`config.mk`:
```
export PLATFORM = sky130hd
export DESIGN_NAME = cga_alu_shift_seq
export DESIGN_NICKNAME = d
export VERILOG_FILES = /design/src/rtl/cga_alu_pkg.sv /design/src/rtl/cga_alu_shift_step.sv /design/src/rtl/cga_alu_shift_seq.sv
export SDC_FILE = /design/constraint.sdc
export NUM_CORES = 1
export LEC_CHECK = 0
export CAP_MARGIN = 30
export CELL_PAD_IN_SITES_DETAIL_PLACEMENT = 0
export CELL_PAD_IN_SITES_GLOBAL_PLACEMENT = 1
export CORE_MARGIN = 5
export CORE_UTILIZATION = 33
export CTS_CLUSTER_SIZE = 20
export DETAILED_ROUTE_END_ITERATION = 7
export PLACE_DENSITY_LB_ADDON = 0.1
export SYNTH_ARGS = -nofsm -noshare
export SYNTH_HDL_FRONTEND = slang
export SYNTH_SLANG_ARGS = --single-unit
```
`constraint.sdc`:
```
create_clock -name sysclk -period 1.9 [get_ports sysclk]
set_clock_uncertainty 0.15 [all_clocks]
set_input_delay 0.19 -clock sysclk [delete_from_list [all_inputs] [get_ports sysclk]]
set_output_delay 0.19 -clock sysclk [all_outputs]
set_load 0.005 [all_outputs]
```
`src/rtl/cga_alu_pkg.sv`:
```
// Shared definitions for the RALU result/shift stage.
//   shift_mode_e : shift fill mode (zero-in, rotate, arithmetic, link)
//   state_e      : sequencer state (IDLE -> LOAD -> SHIFT -> IDLE)
package cga_alu_pkg;

  typedef enum logic [1:0] {
    MODE_ZIN   = 2'b00,
    MODE_ROT   = 2'b01,
    MODE_ARITH = 2'b10,
    MODE_LINK  = 2'b11
  } shift_mode_e;

  typedef enum logic [1:0] {
    IDLE  = 2'b00,
    LOAD  = 2'b01,
    SHIFT = 2'b10
  } state_e;

endpackage

```
`src/rtl/cga_alu_shift_step.sv`:
```
// Combinational one-bit shift step for the result stage.
// The word is always presented as the pair {R,RD}. In single mode only the
// high half (R) moves and the low half passes through untouched.
// Ports:
//   w       in   2*WIDTH  current {R,RD}
//   dir     in   1        1 = right step, 0 = left step
//   mode    in   2        fill mode (shift_mode_e)
//   m       in   1        current link bit
//   dbl     in   1        1 = shift the full 2*WIDTH pair
//   w_next  out  2*WIDTH  {R,RD} after the step
//   out_bit out  1        bit shifted out (becomes the new link bit)
module cga_alu_shift_step
  import cga_alu_pkg::*;
#(
  parameter int WIDTH = 16
) (
  input  logic [2*WIDTH-1:0] w,
  input  logic               dir,
  input  shift_mode_e        mode,
  input  logic               m,
  input  logic               dbl,
  output logic [2*WIDTH-1:0] w_next,
  output logic               out_bit
);

  logic msb_bit;
  logic lsb_bit;
  logic in_bit;

  // The msb is the same bit in both modes; the lsb of a single word is R[0].
  assign msb_bit = w[2*WIDTH-1];
  assign lsb_bit = dbl ? w[0] : w[WIDTH];

  // NOTE: every output of a combinational block gets a default first so a
  // missed branch can never infer a latch.
  always_comb begin
    in_bit = 1'b0;
    case (mode)
      MODE_ZIN:   in_bit = 1'b0;
      MODE_ROT:   in_bit = dir ? lsb_bit : msb_bit;
      MODE_ARITH: in_bit = dir ? msb_bit : 1'b0;
      MODE_LINK:  in_bit = m;
      default:    in_bit = 1'b0;
    endcase
  end

  always_comb begin
    w_next  = w;
    out_bit = dir ? lsb_bit : msb_bit;
    if (dbl) begin
      w_next = dir ? {in_bit, w[2*WIDTH-1:1]} : {w[2*WIDTH-2:0], in_bit};
    end else begin
      w_next[2*WIDTH-1:WIDTH] = dir ? {in_bit, w[2*WIDTH-1:WIDTH+1]}
                                    : {w[2*WIDTH-2:WIDTH], in_bit};
    end
  end

endmodule

```
`src/rtl/cga_alu_shift_seq.sv`:
```
// RALU result/shift stage. Captures the RALU result and flags on LD, then
// shifts R (or the pair R:RD) one bit per clock under a signed count.
// Negative counts shift right; the magnitude -32 maps to 32 steps.
// Ports:
//   sysclk, sys_rst_n   clock, asynchronous active-low reset
//   LD, ABORT           load strobe (IDLE only), cancel of an active shift
//   F_15_0, FD_15_0     high / low word to capture (FD only when DBL=1)
//   CRY_IN, OVF_IN,
//   SGR_IN, M_IN        RALU flags and link bit to capture
//   SHCNT_5_0           signed shift count
//   MODE_1_0, DBL       fill mode, double-word select
//   BUSY, DONE          active flag, one-cycle result-valid pulse
//   R_15_0, RD_15_0     shifted result, high / low word
//   C, O, Q, Z, M_OUT   carry, overflow, sign-greater, zero, link status
module cga_alu_shift_seq
  import cga_alu_pkg::*;
#(
  parameter int WIDTH = 16,
  parameter int CNT_W = 6
) (
  input  logic             sysclk,
  input  logic             sys_rst_n,
  input  logic             LD,
  input  logic             ABORT,
  input  logic [WIDTH-1:0] F_15_0,
  input  logic [WIDTH-1:0] FD_15_0,
  input  logic             CRY_IN,
  input  logic             OVF_IN,
  input  logic             SGR_IN,
  input  logic             M_IN,
  input  logic [CNT_W-1:0] SHCNT_5_0,
  input  logic [1:0]       MODE_1_0,
  input  logic             DBL,
  output logic             BUSY,
  output logic             DONE,
  output logic [WIDTH-1:0] R_15_0,
  output logic [WIDTH-1:0] RD_15_0,
  output logic             C,
  output logic             O,
  output logic             Q,
  output logic             Z,
  output logic             M_OUT
);

  localparam logic [CNT_W-1:0] CNT_ONE = {{(CNT_W-1){1'b0}}, 1'b1};

  state_e              state;
  logic [CNT_W-1:0]    n_left;
  logic                dir_q;
  shift_mode_e         mode_q;
  logic                dbl_q;

  logic [CNT_W-1:0]    cnt_mag;
  logic [2*WIDTH-1:0]  load_w;
  logic [2*WIDTH-1:0]  step_w;
  logic                step_out;

  // Two's-complement magnitude; the most negative count (-32) stays 100000,
  // which read unsigned is exactly 32 steps.
  assign cnt_mag = SHCNT_5_0[CNT_W-1] ? (~SHCNT_5_0 + CNT_ONE) : SHCNT_5_0;

  // Low word is forced to zero in single mode so {R,RD}==0 is the zero test
  // for both widths.
  assign load_w = {F_15_0, (DBL ? FD_15_0 : {WIDTH{1'b0}})};

  cga_alu_shift_step #(
    .WIDTH (WIDTH)
  ) u_step (
    .w       ({R_15_0, RD_15_0}),
    .dir     (dir_q),
    .mode    (mode_q),
    .m       (M_OUT),
    .dbl     (dbl_q),
    .w_next  (step_w),
    .out_bit (step_out)
  );

  // NOTE: sequential state uses non-blocking assignments only, so every
  // register samples the pre-edge values regardless of statement order.
  always_ff @(posedge sysclk or negedge sys_rst_n) begin
    if (!sys_rst_n) begin
      state   <= IDLE;
      n_left  <= '0;
      dir_q   <= 1'b0;
      mode_q  <= MODE_ZIN;
      dbl_q   <= 1'b0;
      R_15_0  <= '0;
      RD_15_0 <= '0;
      C       <= 1'b0;
      O       <= 1'b0;
      Q       <= 1'b0;
      Z       <= 1'b1;
      M_OUT   <= 1'b0;
      BUSY    <= 1'b0;
      DONE    <= 1'b0;
    end else begin
      DONE <= 1'b0;
      case (state)
        IDLE: begin
          if (LD) begin
            {R_15_0, RD_15_0} <= load_w;
            C      <= CRY_IN;
            O      <= OVF_IN;
            Q      <= SGR_IN;
            M_OUT  <= M_IN;
            Z      <= (load_w == '0);
            dir_q  <= SHCNT_5_0[CNT_W-1];
            n_left <= cnt_mag;
            mode_q <= shift_mode_e'(MODE_1_0);
            dbl_q  <= DBL;
            BUSY   <= 1'b1;
            state  <= LOAD;
          end
        end

        LOAD: begin
          if (ABORT) begin
            BUSY  <= 1'b0;
            state <= IDLE;
          end else if (n_left == '0) begin
            BUSY  <= 1'b0;
            DONE  <= 1'b1;
            state <= IDLE;
          end else begin
            state <= SHIFT;
          end
        end

        SHIFT: begin
          // ABORT takes priority over the step, including the final one, so
          // an aborted result is never reported as done.
          if (ABORT) begin
            BUSY  <= 1'b0;
            state <= IDLE;
          end else begin
            {R_15_0, RD_15_0} <= step_w;
            M_OUT  <= step_out;
            Z      <= (step_w == '0);
            n_left <= n_left - CNT_ONE;
            if (n_left == CNT_ONE) begin
              BUSY  <= 1'b0;
              DONE  <= 1'b1;
              state <= IDLE;
            end
          end
        end

        default: begin
          BUSY  <= 1'b0;
          state <= IDLE;
        end
      endcase
    end
  end

endmodule

```
==> results of run 1 <==
cell type report:
class                   instances  area [µm²]  share of cell area
multi-input cells             313        2080               0.402
repair buffers                158        1510               0.292
flip-flops and latches         51        1280               0.248
well taps                     136         170              0.0329
clock buffers                   6        82.6              0.0160
inverters                       8        30.0             0.00581
clock inverters                 2        16.3             0.00315
worst min-delay path by stage:
stage | start | end | slack, ns | cells after the start
floorplan | sys_rst_n | BUSY | -0.26 | 0
global placement | sys_rst_n | RD_15_0[6] | 0.04 | 1
detailed placement | sys_rst_n | RD_15_0[6] | 0.04 | 1
CTS | sys_rst_n | RD_15_0[6] | 0.26 | 2
global route | sys_rst_n | RD_15_0[6] | 0.29 | 2
finish | sys_rst_n | RD_15_0[6] | 0.23 | 2
state kept, by name (all words and copies together), names as in the netlist:
signal   cells
mode_q       2
C            1
state        2
M_OUT        1
Q            1
dbl_q        1
DONE         1
BUSY         1
dir_q        1
n_left       6
O            1
RD_15_0     16
R_15_0      16
Z            1
kinds of logic after synthesis:
group / count (synthesis) / synth area share
flops: 51 / 0.375
buf+inv: 36 / 0.0609
xor+xnor: 3 / 0.00771
simple gates: 151 / 0.207
fa+ha+maj: 7 / 0.0257
mux: 41 / 0.123
compound gates: 111 / 0.201
routing by layer:
layer  track usage  vias up  part of all wire
met1         0.247     1683              0.46
met2         0.301       89              0.48
met4        0.0300        0             0.014
met5             0        -                 0
met3        0.0310       16             0.047
li1              -     1733                 -
power by group:
group	switching (mW)	leakage, nW	internal (mW)
Combinational	2.85	1.51	3.23
Clock	0.393	0.0474	0.298
Sequential	0.819	0.607	1.65
cells in the final DEF, fill, tap and decap left out, types with 4 or more instances in the layout:
master and instances:
a221oi_2 9, nor4_1 11, inv_1 6, o21ai_1 4, nor2_1 54, ha_1 5, dfrtp_1 48, nor3_1 10
buf_4 59, clkbuf_8 6, buf_12 5, mux2i_1 33, nand3_1 5, nand2_1 44, a221oi_1 6, nor2b_1 4
clkdlybuf4s50_1 86, a21oi_1 29, o21ai_0 36, mux2_2 8
per-stage QoR:
stage | setup TNS, ns | cell area, µm² | util
final | 0 | 5160 | 0.507
after global routing | -0.232 | 5160 | 0.507
after CTS | 0 | 4930 | 0.484
after detailed placement | -0.228 | 4780 | 0.470
after global placement | -0.197 | 4780 | 0.470
after floorplan | 0 | 3410 | -
repair_timing:
item / CTS / global route
pin swaps: 1 / 8
setup endpoints to repair: 5 / 16
resized for setup: 9 / 23
hold buffers: 1 / 0
setup buffers: 1 / 8
hold endpoints to repair: 16 / 0
gates cloned: 0 / 2
==> parameters.txt, run 1 <==
Parameter                              Value

Status
  Run status ... finished clean

Setup path
  CP delay by family, top ... compound AO/OA/AOI/OAI gates
  Endpoint of the most critical setup path ... n_left[5]
  Worst Setup Path Type ... reg2reg
  Worst setup path startpoint ... state[1]
  Reg-to-reg endpoint ... n_left[5]
  Ordered cell list for the critical path ... inv_2 > ha_4 > and2b_2 > a21o_4 > buf_12 > a221o_1
  Reg-to-Reg Start ... state[1]
  Crit path max fanout ... 8
  Critical Path RT ... 1.95 ns
  R2r worst-path depth ... 6
  Depth of the critical timing path with buffers and inverters included ... 6
  Critical path arrival ... 1.94 ns
  Minimum setup slack among reg-to-reg paths ... 0.02 ns
  Buffers & Inverters on Critical Path ... 2
  Nature of the critical path startpoint ... flop
  Critical path capture point type ... flop
  Worst path slowest cell ... dfrtp_1
  Peak per-stage delay on the critical path ... 0.41 ns

Placement
  Place WS ... -0.144 ns
  Estimated wirelength of the detail-placed design ... 8.29 mm
  Placed insts ... 654
  GPL Wtd Cong ... 0.808
  Count of input and output buffers ... 87

Clock network
  Source-to-sink clock delay at the later pin of the worst-skew pair ... 0.31 ns
  Clock root cell ... clkbuf_8
  H-tree depth reported by CTS ... 2
  CTS tree ... done
  CTS Buf Count ... 5
  TritonCTS sink count ... 51
  Maximum number of buffers from clock root to sink ... 2
  Reg clk slew, reported paths ... 0.10 ns

Logic synthesis
  Most used DFF post-synth ... dfrtp_1
  Syn Nets ... 456
  Cell with the most instances after synthesis ... nor2_1
  Post-synth EDFFs ... 0
  Top post-synthesis cells by area ... dfrtp_1, mux2i_1, nor2_1, o21ai_0, nand2_1
  Number of flip-flops and latches in the synthesized netlist ... 51
  Avg Inst Size Synth ... 8.53 µm²
  Post-synth ARST share ... 1.00
  Synth warn ... 0
  Top cell type's share of synthesized area ... 0.367
  Instance count of the mapped netlist ... 400
  Summed instance area of the synthesized netlist ... 3410 µm²
  Distinct cells, synth ... 49
  Post-synthesis sequential area ratio ... 0.375
  Synth area leader ... dfrtp_1
  Commonest cells post-synth ... nor2_1, dfrtp_1, nand2_1

Power and ir drop
  Power per cell area ... 1790 nW/µm²
  Worst VDD drop ... 0.642 mV
  Final Total Pwr ... 9.24 mW
  P_leak ... 2.17 nW

Timing
  Worst hold margin ... 0.234 ns
  Final count of hold timing violations ... 0
  Final worst-path cycle share ... 0.991
  Slew margin rel. ... 0.650
  Number of setup violations in the final report ... 0
  Peak Freq ... 531 MHz
  Worst-case setup margin in the final layout ... 0.0168 ns
  Final slew viol count ... 0
  Setup repair after global routing missed its margin ... true
  Min cycle time layout ... 1.88 ns
  Pin slew with the least headroom to its limit ... 0.526 ns

Global routing
  Wire length of the first global-routing pass ... 18.5 mm
  Vias in the first global route ... 3513
  Global route overflow ... 0
  Initial antenna violation count ... 0
  Overall global routing resource usage ... 0.179
  Pin count of the biggest net entering global routing ... 31

Die
  DIE HEIGHT ... 112 µm
  Number of rows in the core area ... 37
  Floorplan die area ... 12500 µm²
  Initial cell density of the core ... 0.335
  Total I/O pin count ... 88
  Core Footprint ... 10200 µm²
  Die span in x ... 112 µm

Finish
  Count of placed standard cells in the final layout, fillers left out ... 674
  Fraction of layout instances using a drive strength above 1 ... 0.216
  Antenna diode instance count ... 0
  Layout-stage area growth over the synthesis result ... 51.4%
  Net count of the finished layout ... 593
  Fill cells ... 1016

Drt
  Post-route DRC violation count ... 0
  Starting DRT DRC Count ... 158
  Overall via count from detail_route ... 3521
  Post-detailed-route via-to-cell ratio ... 5.22
  Antenna violation net count after detailed routing ... 0
  First drt pass iteration count ... 4
  Routed WL per cell ... 17.0 µm
  Final WL ... 11.5 mm

Worst hold path
  Class of the tightest hold or removal check ... in2async

Flow run
  Max cap viols ... 0
(Power assumes the default switching activity.)
==> run 2: changes to the inputs <==
--- a/config.mk
+++ b/config.mk
@@ -7,12 +7,13 @@
 export LEC_CHECK = 0
 export CAP_MARGIN = 30
 export CELL_PAD_IN_SITES_DETAIL_PLACEMENT = 0
-export CELL_PAD_IN_SITES_GLOBAL_PLACEMENT = 1
+export CELL_PAD_IN_SITES_GLOBAL_PLACEMENT = 2
 export CORE_MARGIN = 5
-export CORE_UTILIZATION = 33
+export CORE_UTILIZATION = 26
 export CTS_CLUSTER_SIZE = 20
 export DETAILED_ROUTE_END_ITERATION = 7
 export PLACE_DENSITY_LB_ADDON = 0.1
+export SLEW_MARGIN = 15
 export SYNTH_ARGS = -nofsm -noshare
 export SYNTH_HDL_FRONTEND = slang
 export SYNTH_SLANG_ARGS = --single-unit
==> run 2 against run 1 <==
The run now ends with setup timing left. Count of clock-buffer cells in the layout unchanged. Die area increased by 24%. Critical path depth increased by 2. Critical endpoint is now Z. Critical path type unchanged. Non-clock buffer count increased by 2. Highest routed layer unchanged. Largest power group unchanged.
==> parameters.txt, run 2 (synthesis results as in run 1) <==
Parameter                              Value

Worst hold path
  Class of the tightest hold or removal check ... in2async

Global routing
  Vias in the first global route ... 3561 (+1.4%)
  Wire length of the first global-routing pass ... 19.8 mm (+7.0%)
  Global route overflow ... 0 (unchanged)
  Overall global routing resource usage ... 0.158 (-0.0212)
  Pin count of the biggest net entering global routing ... 52 (+68%)
  Initial antenna violation count ... 0 (unchanged)

Finish
  Count of placed standard cells in the final layout, fillers left out ... 712 (+5.6%)
  Net count of the finished layout ... 595 (+0.34%)
  Fraction of layout instances using a drive strength above 1 ... 0.196 (-0.0193)
  Commonest cells after routing, fill and taps aside ... clkdlybuf4s50_1, buf_4, nor2_1
  Largest registers ranked by flip-flop count ... RD_15_0 x16, R_15_0 x16, n_left x6
  Commonest non-fill, non-tap cell in the layout ... clkdlybuf4s50_1
  Total area of sequential cells ... 1280 µm² (about the same)
  Area occupied by multi-input gates ... 2010 µm² (-3.2%)
  Antenna diode instance count ... 0 (unchanged)
  Fill cells ... 1343 (+32%)
  Layout-stage area growth over the synthesis result ... 53.6%

Drt
  Overall via count from detail_route ... 3439 (-2.3%)
  Final WL ... 12.5 mm (+8.8%)
  First drt pass iteration count ... 4 (unchanged)
  Post-route DRC violation count ... 0 (unchanged)
  Antenna violation net count after detailed routing ... 0 (unchanged)
  Post-detailed-route via-to-cell ratio ... 4.83 (-7.5%)
  Routed WL per cell ... 17.5 µm (+2.9%)
  Starting DRT DRC Count ... 147 (-7.0%)

Clock network
  TritonCTS sink count ... 51 (unchanged)
  Clock root cell ... clkbuf_16
  Reg clk slew, reported paths ... 0.07 ns (-0.03 ns)
  Source-to-sink clock delay at the later pin of the worst-skew pair ... 0.31 ns (about the same)
  Maximum number of buffers from clock root to sink ... 2 (unchanged)
  H-tree depth reported by CTS ... 2 (unchanged)
  CTS tree ... done
  CTS Buf Count ... 5 (unchanged)

Timing
  Setup repair after global routing missed its margin ... true
  Min cycle time layout ... 1.91 ns (+0.0313 ns)
  Final slew viol count ... 0 (unchanged)
  Slew margin rel. ... 0.657 (+0.00793)
  Worst hold margin ... 0.264 ns (+0.0301 ns)
  Final count of hold timing violations ... 0 (unchanged)
  Final-layout setup total negative slack ... -0.0145 ns (-0.0145 ns)
  Peak Freq ... 522 MHz (-1.6%)
  Pin slew with the least headroom to its limit ... 0.510 ns (-0.0158 ns)
  Worst-case setup margin in the final layout ... -0.0145 ns (-0.0313 ns)
  Number of setup violations in the final report ... 1 (+1)
  Final worst-path cycle share ... 1.01 (+0.0165)

Power and ir drop
  P_leak ... 2.19 nW (+0.89%)
  Clock network fraction of total power ... 0.115 (+0.040)
  Internal ... 5.49 mW (+6.2%)
  Sw frac ... 0.427 (-0.0135)
  Switching power summed over all nets ... 4.09 mW (+0.51%)
  Worst VDD drop ... 0.591 mV (-7.8%)
  Power per cell area ... 1830 nW/µm² (+2.2%)
  Sequential group share of total power ... 0.251 (-0.016)
  Fraction of power consumed by combinational cells ... 0.634 (-0.024)

Setup path
  Peak per-stage delay on the critical path ... 0.38 ns (-0.03 ns)
  Minimum setup slack among reg-to-reg paths ... -0.01 ns (-0.03 ns)
  Critical path arrival ... 2.01 ns (+0.07 ns)
  Worst path slowest cell ... dfrtp_1
  Critical Path RT ... 1.99 ns (+0.04 ns)
  Worst Setup Path Type ... reg2reg
  Buffers & Inverters on Critical Path ... 2 (unchanged)
  CP delay by family, top ... simple AND/OR/NAND/NOR gates
  Nature of the critical path startpoint ... flop
  Critical path capture point type ... flop
  R2r worst-path depth ... 8 (+2)
  Crit path max fanout ... 7 (-1)
  Ordered cell list for the critical path ... buf_4 > ha_4 > nand2b_4 > a21o_4 > buf_12 > nor3_4 > nand4_1 > o21ai_1
  Reg-to-Reg Start ... state[1]
  Reg-to-reg endpoint ... Z

Placement
  Estimated wirelength of the detail-placed design ... 9.07 mm (+9.4%)
  GPL Wtd Cong ... 0.759 (-6.0%)
  Place WS ... -0.269 ns (-0.125 ns)
  Placed insts ... 694 (+6.1%)
  Count of input and output buffers ... 87 (unchanged)

Die
  Initial cell density of the core ... 0.268 (-0.0668)
  DIE HEIGHT ... 125 µm (+12%)
  Total I/O pin count ... 88 (unchanged)
  Floorplan die area ... 15500 µm² (+24%)
  Die span in x ... 125 µm (+12%)
  Core Footprint ... 12700 µm² (+25%)
  Number of rows in the core area ... 41 (+11%)

Status
  Run status ... complete, but fails checks
  Violated checks ... setup timing

Flow run
  Max cap viols ... 0 (unchanged)
-- run 2: worst max-delay path by stage --
stage                     startpoint         to  slack (ns)  cells after the start
after floorplan             state[0]  n_left[5]        0.04                      8
after global placement    F_15_0[12]          Z       -0.30                      7
after detailed placement  F_15_0[12]          Z       -0.27                      7
after CTS                   state[1]          Z       -0.01                      8
after global routing        state[1]          Z       -0.09                      8
final                       state[1]          Z       -0.01                      8
-- run 2: what timing repair did --
action | in CTS | in global routing
gates resized for setup | 8 | 8
hold buffers | 1 | 0
pin swaps | 3 | 1
gates cloned | 0 | 2
setup buffers | 5 | 2
hold endpoints to repair | 50 | 0
setup endpoints to repair | 13 | 17
-- run 2: layer usage --
layer / track usage / vias up / part of all wire
li1: - / 1732 / -
met2: 0.259 / 66 / 0.48
met5: 0 / - / 0
met4: 0.0464 / 0 / 0.013
met1: 0.213 / 1633 / 0.48
met3: 0.0292 / 8 / 0.031
-- run 2: through the flow --
stage | total power, mW | instance area, µm² | util
final | 9.58 | 5240 | 0.412
after global routing | 10.4 | 5240 | 0.412
after CTS | 9.32 | 5120 | 0.403
after detailed placement | 8.06 | 4870 | 0.383
after global placement | 8.01 | 4870 | 0.383
after floorplan | 5.48 | 3410 | -
-- run 2: tightest hold or removal path: cells and delay by family --
kind                   cells  cell delay, ns
buffers and inverters      3            0.92
-- run 2: layout make-up --
type                       count  share of cell area
clock inverter                 2             0.00669
sequential                    51               0.244
tap                          172              0.0411
inverter                       8             0.00573
clock buffer                   6              0.0265
multi-input combinational    313               0.384
timing repair buffer         160               0.292
-- run 2: power by group through the flow --
stage          combinational [mW]  clock [mW]  sequential, mW
2_1_floorplan                3.22           0            2.26
3_5_place_dp                 5.60           0            2.46
5_1_grt                      6.72        1.17            2.50
3_3_place_gp                 5.55           0            2.46
6_report                     6.07        1.10            2.41
4_1_cts                      5.77        1.13            2.41
